`config.mk`:
```
export PLATFORM = sky130hd
export DESIGN_NAME = operand_fetch
export DESIGN_NICKNAME = d
export VERILOG_FILES = /design/src/rtl/operand_fetch.sv
export SDC_FILE = /design/constraint.sdc
export NUM_CORES = 1
export LEC_CHECK = 0
export CAP_MARGIN = 20
export CORE_ASPECT_RATIO = 1.4
export CORE_MARGIN = 2
export CORE_UTILIZATION = 35
export DETAILED_ROUTE_END_ITERATION = 6
export SYNTH_ARGS = -nofsm -noshare
export SYNTH_HDL_FRONTEND = slang
export SYNTH_SLANG_ARGS = --single-unit
```
`constraint.sdc`:
```
create_clock -name clk -period 8.1 [get_ports clk]
set_input_delay 1.215 -clock clk [delete_from_list [all_inputs] [get_ports clk]]
set_output_delay 1.215 -clock clk [all_outputs]
set_load 0.02 [all_outputs]
```
`src/rtl/operand_fetch.sv`:
```
// operand_fetch: decode / operand-fetch pipeline stage.
//
// Takes one RV32I instruction per cycle from fetch over a valid/ready
// handshake. It decodes the register fields and immediate, reads the
// register file, and forwards a same-cycle writeback. A per-register
// scoreboard tracks outstanding destination writes, and the stage stalls on
// RAW/WAW hazards. The decoded result sits in one output register with a
// valid/ready handshake toward execute.
//
// Ports:
//   clk, reset                     clock, asynchronous active-high reset
//   in_valid/in_ready/in_instr/in_pc   fetch handshake and payload
//   rf_rd{1,2}_en/_index/_data     register file read ports (data is combinational)
//   wb_en/wb_index/wb_data         writeback bus (also the register file write port)
//   flush                          squash the held output instruction
//   out_valid/out_ready            execute handshake
//   out_pc/out_instr/out_op1/out_op2/out_imm/out_rd/out_rd_we/out_illegal
//                                  registered decode results
module operand_fetch #(
  parameter  int WIDTH = 32,
  parameter  int SIZE  = 32,
  localparam int IDX   = $clog2(SIZE)
) (
  input  logic             clk,
  input  logic             reset,
  input  logic             in_valid,
  output logic             in_ready,
  input  logic [31:0]      in_instr,
  input  logic [31:0]      in_pc,
  output logic             rf_rd1_en,
  output logic [IDX-1:0]   rf_rd1_index,
  input  logic [WIDTH-1:0] rf_rd1_data,
  output logic             rf_rd2_en,
  output logic [IDX-1:0]   rf_rd2_index,
  input  logic [WIDTH-1:0] rf_rd2_data,
  input  logic             wb_en,
  input  logic [IDX-1:0]   wb_index,
  input  logic [WIDTH-1:0] wb_data,
  input  logic             flush,
  output logic             out_valid,
  input  logic             out_ready,
  output logic [31:0]      out_pc,
  output logic [31:0]      out_instr,
  output logic [WIDTH-1:0] out_op1,
  output logic [WIDTH-1:0] out_op2,
  output logic [31:0]      out_imm,
  output logic [IDX-1:0]   out_rd,
  output logic             out_rd_we,
  output logic             out_illegal
);

  localparam logic [6:0] OP_R     = 7'b0110011;
  localparam logic [6:0] OP_I_ALU = 7'b0010011;
  localparam logic [6:0] OP_LOAD  = 7'b0000011;
  localparam logic [6:0] OP_JALR  = 7'b1100111;
  localparam logic [6:0] OP_S     = 7'b0100011;
  localparam logic [6:0] OP_B     = 7'b1100011;
  localparam logic [6:0] OP_LUI   = 7'b0110111;
  localparam logic [6:0] OP_AUIPC = 7'b0010111;
  localparam logic [6:0] OP_J     = 7'b1101111;

  logic [6:0]       w_opcode;
  logic [IDX-1:0]   w_rs1;
  logic [IDX-1:0]   w_rs2;
  logic [IDX-1:0]   w_rd;
  logic             w_useRs1;
  logic             w_useRs2;
  logic             w_writesRd;
  logic             w_illegal;
  logic [31:0]      w_imm;
  logic             w_rd1En;
  logic             w_rd2En;
  logic             w_rdWe;
  logic             w_fwd1;
  logic             w_fwd2;
  logic [WIDTH-1:0] w_op1;
  logic [WIDTH-1:0] w_op2;
  logic             w_raw1;
  logic             w_raw2;
  logic             w_waw;
  logic             w_outBusy;
  logic             w_accept;
  logic [SIZE-1:0]  w_pendingNext;
  logic [SIZE-1:0]  r_pending;

  // Register fields are taken from their RV32I bit positions. The low IDX
  // bits of each 5-bit field are used, which covers the full field when
  // SIZE is 32.
  assign w_opcode = in_instr[6:0];
  assign w_rs1    = in_instr[15 +: IDX];
  assign w_rs2    = in_instr[20 +: IDX];
  assign w_rd     = in_instr[7 +: IDX];

  // Format decode: this block works out which fields the instruction uses
  // and builds the sign-extended immediate. An unknown opcode reads nothing,
  // writes nothing and is flagged illegal.
  always_comb begin
    w_useRs1   = 1'b0;
    w_useRs2   = 1'b0;
    w_writesRd = 1'b0;
    w_illegal  = 1'b0;
    w_imm      = '0;
    case (w_opcode)
      OP_R: begin
        w_useRs1   = 1'b1;
        w_useRs2   = 1'b1;
        w_writesRd = 1'b1;
      end
      OP_I_ALU, OP_LOAD, OP_JALR: begin
        w_useRs1   = 1'b1;
        w_writesRd = 1'b1;
        w_imm      = {{20{in_instr[31]}}, in_instr[31:20]};
      end
      OP_S: begin
        w_useRs1 = 1'b1;
        w_useRs2 = 1'b1;
        w_imm    = {{20{in_instr[31]}}, in_instr[31:25], in_instr[11:7]};
      end
      OP_B: begin
        w_useRs1 = 1'b1;
        w_useRs2 = 1'b1;
        w_imm    = {{19{in_instr[31]}}, in_instr[31], in_instr[7],
                    in_instr[30:25], in_instr[11:8], 1'b0};
      end
      OP_LUI, OP_AUIPC: begin
        w_writesRd = 1'b1;
        w_imm      = {in_instr[31:12], 12'b0};
      end
      OP_J: begin
        w_writesRd = 1'b1;
        w_imm      = {{11{in_instr[31]}}, in_instr[31], in_instr[19:12],
                      in_instr[20], in_instr[30:21], 1'b0};
      end
      default: begin
        w_illegal = 1'b1;
      end
    endcase
  end

  // x0 is never read or written, so it never takes part in a hazard.
  assign w_rd1En = w_useRs1 && (w_rs1 != '0);
  assign w_rd2En = w_useRs2 && (w_rs2 != '0);
  assign w_rdWe  = w_writesRd && (w_rd != '0);

  assign rf_rd1_en    = w_rd1En;
  assign rf_rd1_index = w_rs1;
  assign rf_rd2_en    = w_rd2En;
  assign rf_rd2_index = w_rs2;

  // The register file is written on this same edge, so its read data is
  // still stale. A matching writeback is taken straight off the bus instead.
  assign w_fwd1 = wb_en && (wb_index == w_rs1) && w_rd1En;
  assign w_fwd2 = wb_en && (wb_index == w_rs2) && w_rd2En;
  assign w_op1  = !w_rd1En ? '0 : (w_fwd1 ? wb_data : rf_rd1_data);
  assign w_op2  = !w_rd2En ? '0 : (w_fwd2 ? wb_data : rf_rd2_data);

  // A forwarded source resolves RAW. WAW gets no such exemption, so a
  // destination that is still pending always stalls, even if it is being
  // written back this cycle.
  assign w_raw1    = w_rd1En && r_pending[w_rs1] && !w_fwd1;
  assign w_raw2    = w_rd2En && r_pending[w_rs2] && !w_fwd2;
  assign w_waw     = w_rdWe && r_pending[w_rd];
  assign w_outBusy = out_valid && !out_ready;
  assign in_ready  = !(w_raw1 || w_raw2 || w_waw || w_outBusy || flush);
  assign w_accept  = in_valid && in_ready;

  // Scoreboard next state. A writeback or a flush of the held instruction
  // clears a bit. The set from a newly accepted instruction is applied last,
  // so it wins when it hits the same register.
  always_comb begin
    w_pendingNext = r_pending;
    if (wb_en && (wb_index != '0)) begin
      w_pendingNext[wb_index] = 1'b0;
    end
    if (flush && out_valid && out_rd_we) begin
      w_pendingNext[out_rd] = 1'b0;
    end
    if (w_accept && w_rdWe) begin
      w_pendingNext[w_rd] = 1'b1;
    end
  end

  // Scoreboard register. Reset drops every outstanding write.
  always_ff @(posedge clk or posedge reset) begin
    if (reset) begin
      r_pending <= '0;
    end else begin
      r_pending <= w_pendingNext;
    end
  end

  // Output pipeline register. Flush has priority over everything else. A
  // consume in the same cycle as an accept keeps the register full. The
  // payload only loads on accept, so it stays stable while execute stalls.
  // out_rd reports the destination only for formats that have one.
  always_ff @(posedge clk or posedge reset) begin
    if (reset) begin
      out_valid   <= 1'b0;
      out_pc      <= '0;
      out_instr   <= '0;
      out_op1     <= '0;
      out_op2     <= '0;
      out_imm     <= '0;
      out_rd      <= '0;
      out_rd_we   <= 1'b0;
      out_illegal <= 1'b0;
    end else begin
      if (flush) begin
        out_valid <= 1'b0;
      end else if (w_accept) begin
        out_valid <= 1'b1;
      end else if (out_ready) begin
        out_valid <= 1'b0;
      end
      if (w_accept) begin
        out_pc      <= in_pc;
        out_instr   <= in_instr;
        out_op1     <= w_op1;
        out_op2     <= w_op2;
        out_imm     <= w_imm;
        out_rd      <= w_writesRd ? w_rd : '0;
        out_rd_we   <= w_rdWe;
        out_illegal <= w_illegal;
      end
    end
  end

endmodule

```
==> out/results.tsv, run 1 <==
metric	value	unit
setup_viol	0	
dieArea	32260	um^2
cp-startpoint	in_instr[8]	
cts_buffers	17	
clock_path_buffers	2	
core-area	30520	um^2
ir_drop	0.0001412	V
wl_per_cell	22.29	um
avgViaCountPerCell	5.331	
power_leakage	6.333	nW
wirelength	35910	um
synthFlopType	dfrtp_1	
syn_nets	1076	
min_from	out_op1[6]	
grt_pass1_vias	8896	
clock-root-buffer	clkbuf_16	
fp-row-count	76	
cp-start-kind	primary input	
path_delay_family	buffers and inverters	
fin_crit	5629	ps
io_pins	352	
cpMaxStageDelayCell	clkdlybuf4s50_1	
grt_max_degree	74	
finalSetupTns	0	ps
slew_violations	0	
syn_area	10790	um^2
initial_utilization	0.3534	
hold_ws	490.6	ps
gp_congestion	0.9131	
yosysUniqueCellTypes	54	
max_slew_margin	0.3615	
crit_arrival	4410	ps
drt_iter0_markers	613	
drc	0	
final-seq-area	5005	um^2
timing.rr.start	r_pending[9]	
layout_commonest_cell	clkdlybuf4s50_1	
ctsHoldBuffers	0	
hold_class	reg2reg	
cts.clk_slew.worst_paths	80	ps
crit_chain	clkdlybuf4s50_1 -> mux4_2 -> o22a_1 -> o221ai_1 -> nor4b_1 -> a21oi_1 -> and4b_1 -> clkdlybuf4s50_1	
syn_inst	905	
grt_first_pass_wirelength	54830	um
die-width	152.4	um
crit_buf_inv	2	
cts_resized	0	
dr.pass1.iters	5	
synth_seq_area_share	0.4639	
setup_slack	2471	ps
dp_slack	2279	ps
async_reset_ff_frac	1.000	
status	complete, no violations	
htreeDepth	4	
ant_nets	0	
fin_skew	13.06	ps
max_stage_delay	1090	ps
yosysWarnings	0	
multi_input_area	5129	um^2
area_growth	39.03	%
max_slew.worst_pin.slew	957.7	ps
final_layout_size_suffix_gt1_frac	0.1623	
grt_antenna_before_repair	1	
critPathMostFrequentCell	clkdlybuf4s50_1	
endpoint_kind	output port	
power	2.609	mW
insertion_delay	450	ps
rsz0062_at_grt	no	
layout_common_cells	clkdlybuf4s50_1 (351), dfrtp_1 (200), mux2i_1 (111)	
die_height	211.7	um
hold_violations	0	
grt_usage	0.2202	
cp_max_fo	17	
io_buffers	351	
postSynthAreaPerCell	11.92	um^2
cts_tree	yes	
ys_ff_latch	200	
crit_required	6880	ps
drv_cap	0	
min_period_over_period	0.6950	
post_cts_buffers	0	
vias	8589	
power_density	173.9	nW/um^2
fmax	177.6	MHz
gr-total-overflow	0	
fillerInstances	2789	
dp_hpwl	26200	um
numClockSinks	200	
critical_path_class	in2out	
synth_edf_count	0	
nNetsFinal	1379	
## cell type report
cell class                      count  area share
Antenna cell                        1   0.0001668
Sequential cell                   200      0.3337
Clock inverter                     12    0.009260
Timing Repair Buffer              367      0.2431
Multi-Input combinational cell    585      0.3420
Tap cell                          390     0.03254
Clock buffer                       19     0.02953
Inverter                           37    0.009761
## stage by stage
step | utilization | cells | cell area (um^2)
after CTS | 0.4906 | 1609 | 14980
final | 0.4914 | 1611 | 15000
after floorplan | - | 905 | 10790
after detailed placement | 0.4716 | 1578 | 14390
after global routing | 0.4914 | 1611 | 15000
after global placement | 0.4716 | 1578 | 14390
## registers in the layout, indices dropped and copies added, names as in the netlist
signal       count
out_pc          32
out_op1         32
out_rd_we        1
out_imm         32
r_pending       32
out_rd           5
out_instr       32
out_illegal      1
out_op2         32
out_valid        1
## synth_stat cells (3+ instances only)
cell	number	area share
dfrtp_1	200	0.46
o21ai_0	5	0.0023
buf_4	21	0.015
mux2i_1	111	0.10
nand3_1	20	0.0093
mux2_2	102	0.11
a21oi_1	25	0.012
nor2_1	79	0.027
inv_1	37	0.013
nor3_1	3	0.0014
nand2_1	33	0.011
mux4_2	10	0.021
o21a_1	3	0.0021
buf_1	4	0.0014
nand4_1	5	0.0029
o41ai_1	10	0.0081
buf_2	19	0.0088
o221ai_1	32	0.026
a22o_1	6	0.0049
clkbuf_1	25	0.0087
nand3b_1	7	0.0049
or2_2	3	0.0017
o41ai_2	21	0.032
mux2_4	10	0.014
xor2_1	8	0.0065
buf_6	11	0.011
nor2b_1	9	0.0052
mux2_1	37	0.039
nand2b_1	8	0.0046
a221o_1	4	0.0037
o22ai_1	6	0.0035
## final timing paths
kind,cells past startpoint,to,slack (ps)
setup / recovery,8,in_ready,2470
hold / removal,1,out_op1[6],490
setup reg to reg,9,out_pc[9],4760
hold reg to reg,1,out_op1[6],490
max in group asynchronous,3,out_pc[9],5510
min in group asynchronous,2,out_op1[24],1230
## report_power, final
part	internal, mW	switching [mW]
logic	0.314	0.304
clock network	0.467	0.404
registers	1.08	0.0434
## routing by layer
| metal | up-vias | global-route usage | wire, um |
|---|---|---|---|
| met2 | 369 | 0.3886 | 18600 |
| met4 | 0 | 0.09990 | 1477 |
| li1 | 3881 | - | - |
| met3 | 87 | 0.05077 | 2097 |
| met1 | 4252 | 0.2543 | 13730 |
| met5 | - | 0 | 0 |
## cell families (layout without fill, tap and decap cells)
logic type | after synthesis | count (layout) | synth area share
buffers and inverters | 120 | 435 | 0.06251
XOR/XNOR | 10 | 10 | 0.008119
AO/OA/AOI/OAI | 122 | 122 | 0.1019
AND/OR/NAND/NOR | 183 | 183 | 0.08061
multiplexers | 270 | 270 | 0.2829
flip-flops | 200 | 200 | 0.4639
other | 0 | 1 | 0
No activity file was read; power rests on OpenSTA's default activity.
==> inputs of run 2 (changes only) <==
- PLACE_DENSITY: not set -> 0.66
- clock period: 8.1 -> 5.02 ns (I/O delays scaled with it)
==> run 2 against run 1 <==
- worst setup slack worse by 1800 ps
- highest routed layer unchanged
- largest power group unchanged
- combinational power is 63% higher
- routed wire length is 0.41% lower
==> out/results.tsv, run 2 (synthesis gave the netlist of run 1 again) <==
metric	value	unit	change
status	complete, no violations		unchanged
min_period_over_period	0.8755		
r2r_cells	9		unchanged
area_growth	39.47	%	was 39.03%
p_clk_frac	0.313		was 0.334
multi_input_area	5129	um^2	unchanged
nNetsFinal	1386		was 1379
dr.pass1.iters	6		was 5
finalSetupTns	0	ps	unchanged
max_slew.worst_pin.slew	810.9	ps	was 957.7 ps
cts_tree	yes		unchanged
fillerInstances	2715		was 2789
cp_max_fo	10		was 17
rsz0062_at_grt	no		unchanged
post_dp_cell_area	14510	um^2	was 14390 um^2
core-area	30520	um^2	unchanged
io_buffers	351		unchanged
cts.clk_slew.worst_paths	70	ps	was 80 ps
comb_power_share	0.246		was 0.237
crit_arrival	3640	ps	was 4410 ps
fin_crit	4395	ps	
slew_violations	0		unchanged
grt_usage	0.2182		was 0.2202
power_leakage	6.368	nW	was 6.333 nW
io_pins	352		unchanged
cpMaxStageDelayCell	clkdlybuf4s50_1		unchanged
path_delay_family	buffers and inverters		unchanged
fin_cells	1617		was 1611
final-seq-area	5005	um^2	unchanged
r2r-end	out_instr[11]		was out_pc[9]
p_sw_frac	0.2893		was 0.2879
crit_required	4270	ps	was 6880 ps
fmax	227.5	MHz	
hold_depth	1		unchanged
wl_met3	2121	um	was 2097 um
setup_viol	0		unchanged
insertion_delay	450	ps	about the same
power_frac_seq	0.441		was 0.430
cts_resized	0		unchanged
gr-total-overflow	0		unchanged
grt_max_degree	93		was 74
dp_hpwl	26820	um	was 26200 um
antennaDiodeCount	0		was 1
min_from	out_op1[11]		was out_op1[6]
layout_commonest_cell	clkdlybuf4s50_1		unchanged
fin_skew	11.15	ps	was 13.06 ps
crit_buf_inv	3		was 2
ir_drop	0.0002446	V	was 0.0001412 V
grt_first_pass_wirelength	54220	um	was 54830 um
dp.cells	1586		was 1578
timing.rr.start	r_pending[8]		was r_pending[9]
grt_pass1_vias	8825		was 8896
net-switching-power	1.187	mW	was 0.7511 mW
wl_met2	18880	um	was 18600 um
wl_per_cell	22.12	um	was 22.29 um
rrSetupSlack	2070	ps	was 4760 ps
holdPathEnd	out_op1[11]		was out_op1[6]
numClockSinks	200		unchanged
critPathMostFrequentCell	clkdlybuf4s50_1		unchanged
top_layer_used	met4		unchanged
dieArea	32260	um^2	unchanged
wirelength	35760	um	was 35910 um
final_layout_size_suffix_gt1_frac	0.1654		was 0.1623
cp-start-kind	primary input		unchanged
clock_path_buffers	2		unchanged
post_cts_buffers	0		unchanged
critical_path_class	in2out		unchanged
avgViaCountPerCell	5.372		was 5.331
ant_nets	0		unchanged
max_stage_delay	800	ps	was 1090 ps
p_int	2.915	mW	was 1.858 mW
grt_antenna_before_repair	0		was 1
endpoint_kind	output port		unchanged
hold_class	reg2reg		unchanged
cts_buffers	17		unchanged
vias	8686		was 8589
fin_area	15050	um^2	was 15000 um^2
hold_violations	0		unchanged
crit_chain	clkdlybuf4s50_1 -> buf_4 -> mux4_2 -> o22ai_1 -> nor4b_1 -> a21oi_1 -> and4b_1 -> clkdlybuf4s50_1		was clkdlybuf4s50_1 -> mux4_2 -> o22a_1 -> o221ai_1 -> nor4b_1 -> a21oi_1 -> and4b_1 -> clkdlybuf4s50_1
die-width	152.4	um	unchanged
drt_iter0_markers	581		was 613
initial_utilization	0.3534		unchanged
max_slew_margin	0.4594		was 0.3615
htreeDepth	4		unchanged
ctsHoldBuffers	0		unchanged
fp-row-count	76		unchanged
hold_ws	492.0	ps	was 490.6 ps
drc	0		unchanged
power_density	272.6	nW/um^2	was 173.9 nW/um^2
die_height	211.7	um	unchanged
power	4.102	mW	was 2.609 mW
gp_congestion	0.9821		was 0.9131
layout_common_cells	clkdlybuf4s50_1 (351), dfrtp_1 (200), mux2i_1 (111)		unchanged
drv_cap	0		unchanged
wl_met1	13620	um	was 13730 um
clock-root-buffer	clkbuf_16		unchanged
-- run 2: stage by stage --
step	utilization	worst slack, ps
after floorplan	-	1679
after detailed placement	0.4754	645.0
after CTS	0.4929	631.3
after global routing	0.4929	457.1
after global placement	0.4754	650.3
final	0.4929	625.1
-- run 2: layout make-up --
type,instances,area share
clock buffers,22,0.03085
clock inverters,9,0.004574
inverters,37,0.009480
multi-input cells,585,0.3409
flip-flops and latches,200,0.3326
well taps,390,0.03243
repair buffers,374,0.2491
-- run 2: how the worst max path moves through the flow --
stage	start	end	slack (ps)	cells past startpoint
after global placement	in_instr[8]	in_ready	650	8
final	in_instr[8]	in_ready	630	8
after detailed placement	in_instr[8]	in_ready	640	8
after floorplan	reset	out_illegal	1680	1
after CTS	in_instr[8]	in_ready	630	8
after global routing	in_instr[8]	in_ready	460	8
-- run 2: layer usage --
layer  GRT usage  up-vias
met4     0.08347        0
met1      0.2485     4337
met5           0        -
li1            -     3908
met2      0.3970      376
met3     0.04995       65
-- run 2: power groups by stage --
stage          logic (mW)  clock network (mW)  registers (mW)
3_3_place_gp         1.01                   0            1.83
6_report             1.01                1.29            1.81
3_5_place_dp         1.01                   0            1.84
5_1_grt              1.07                1.39            1.82
2_1_floorplan       0.355                   0            1.99
4_1_cts              1.02                1.33            1.81
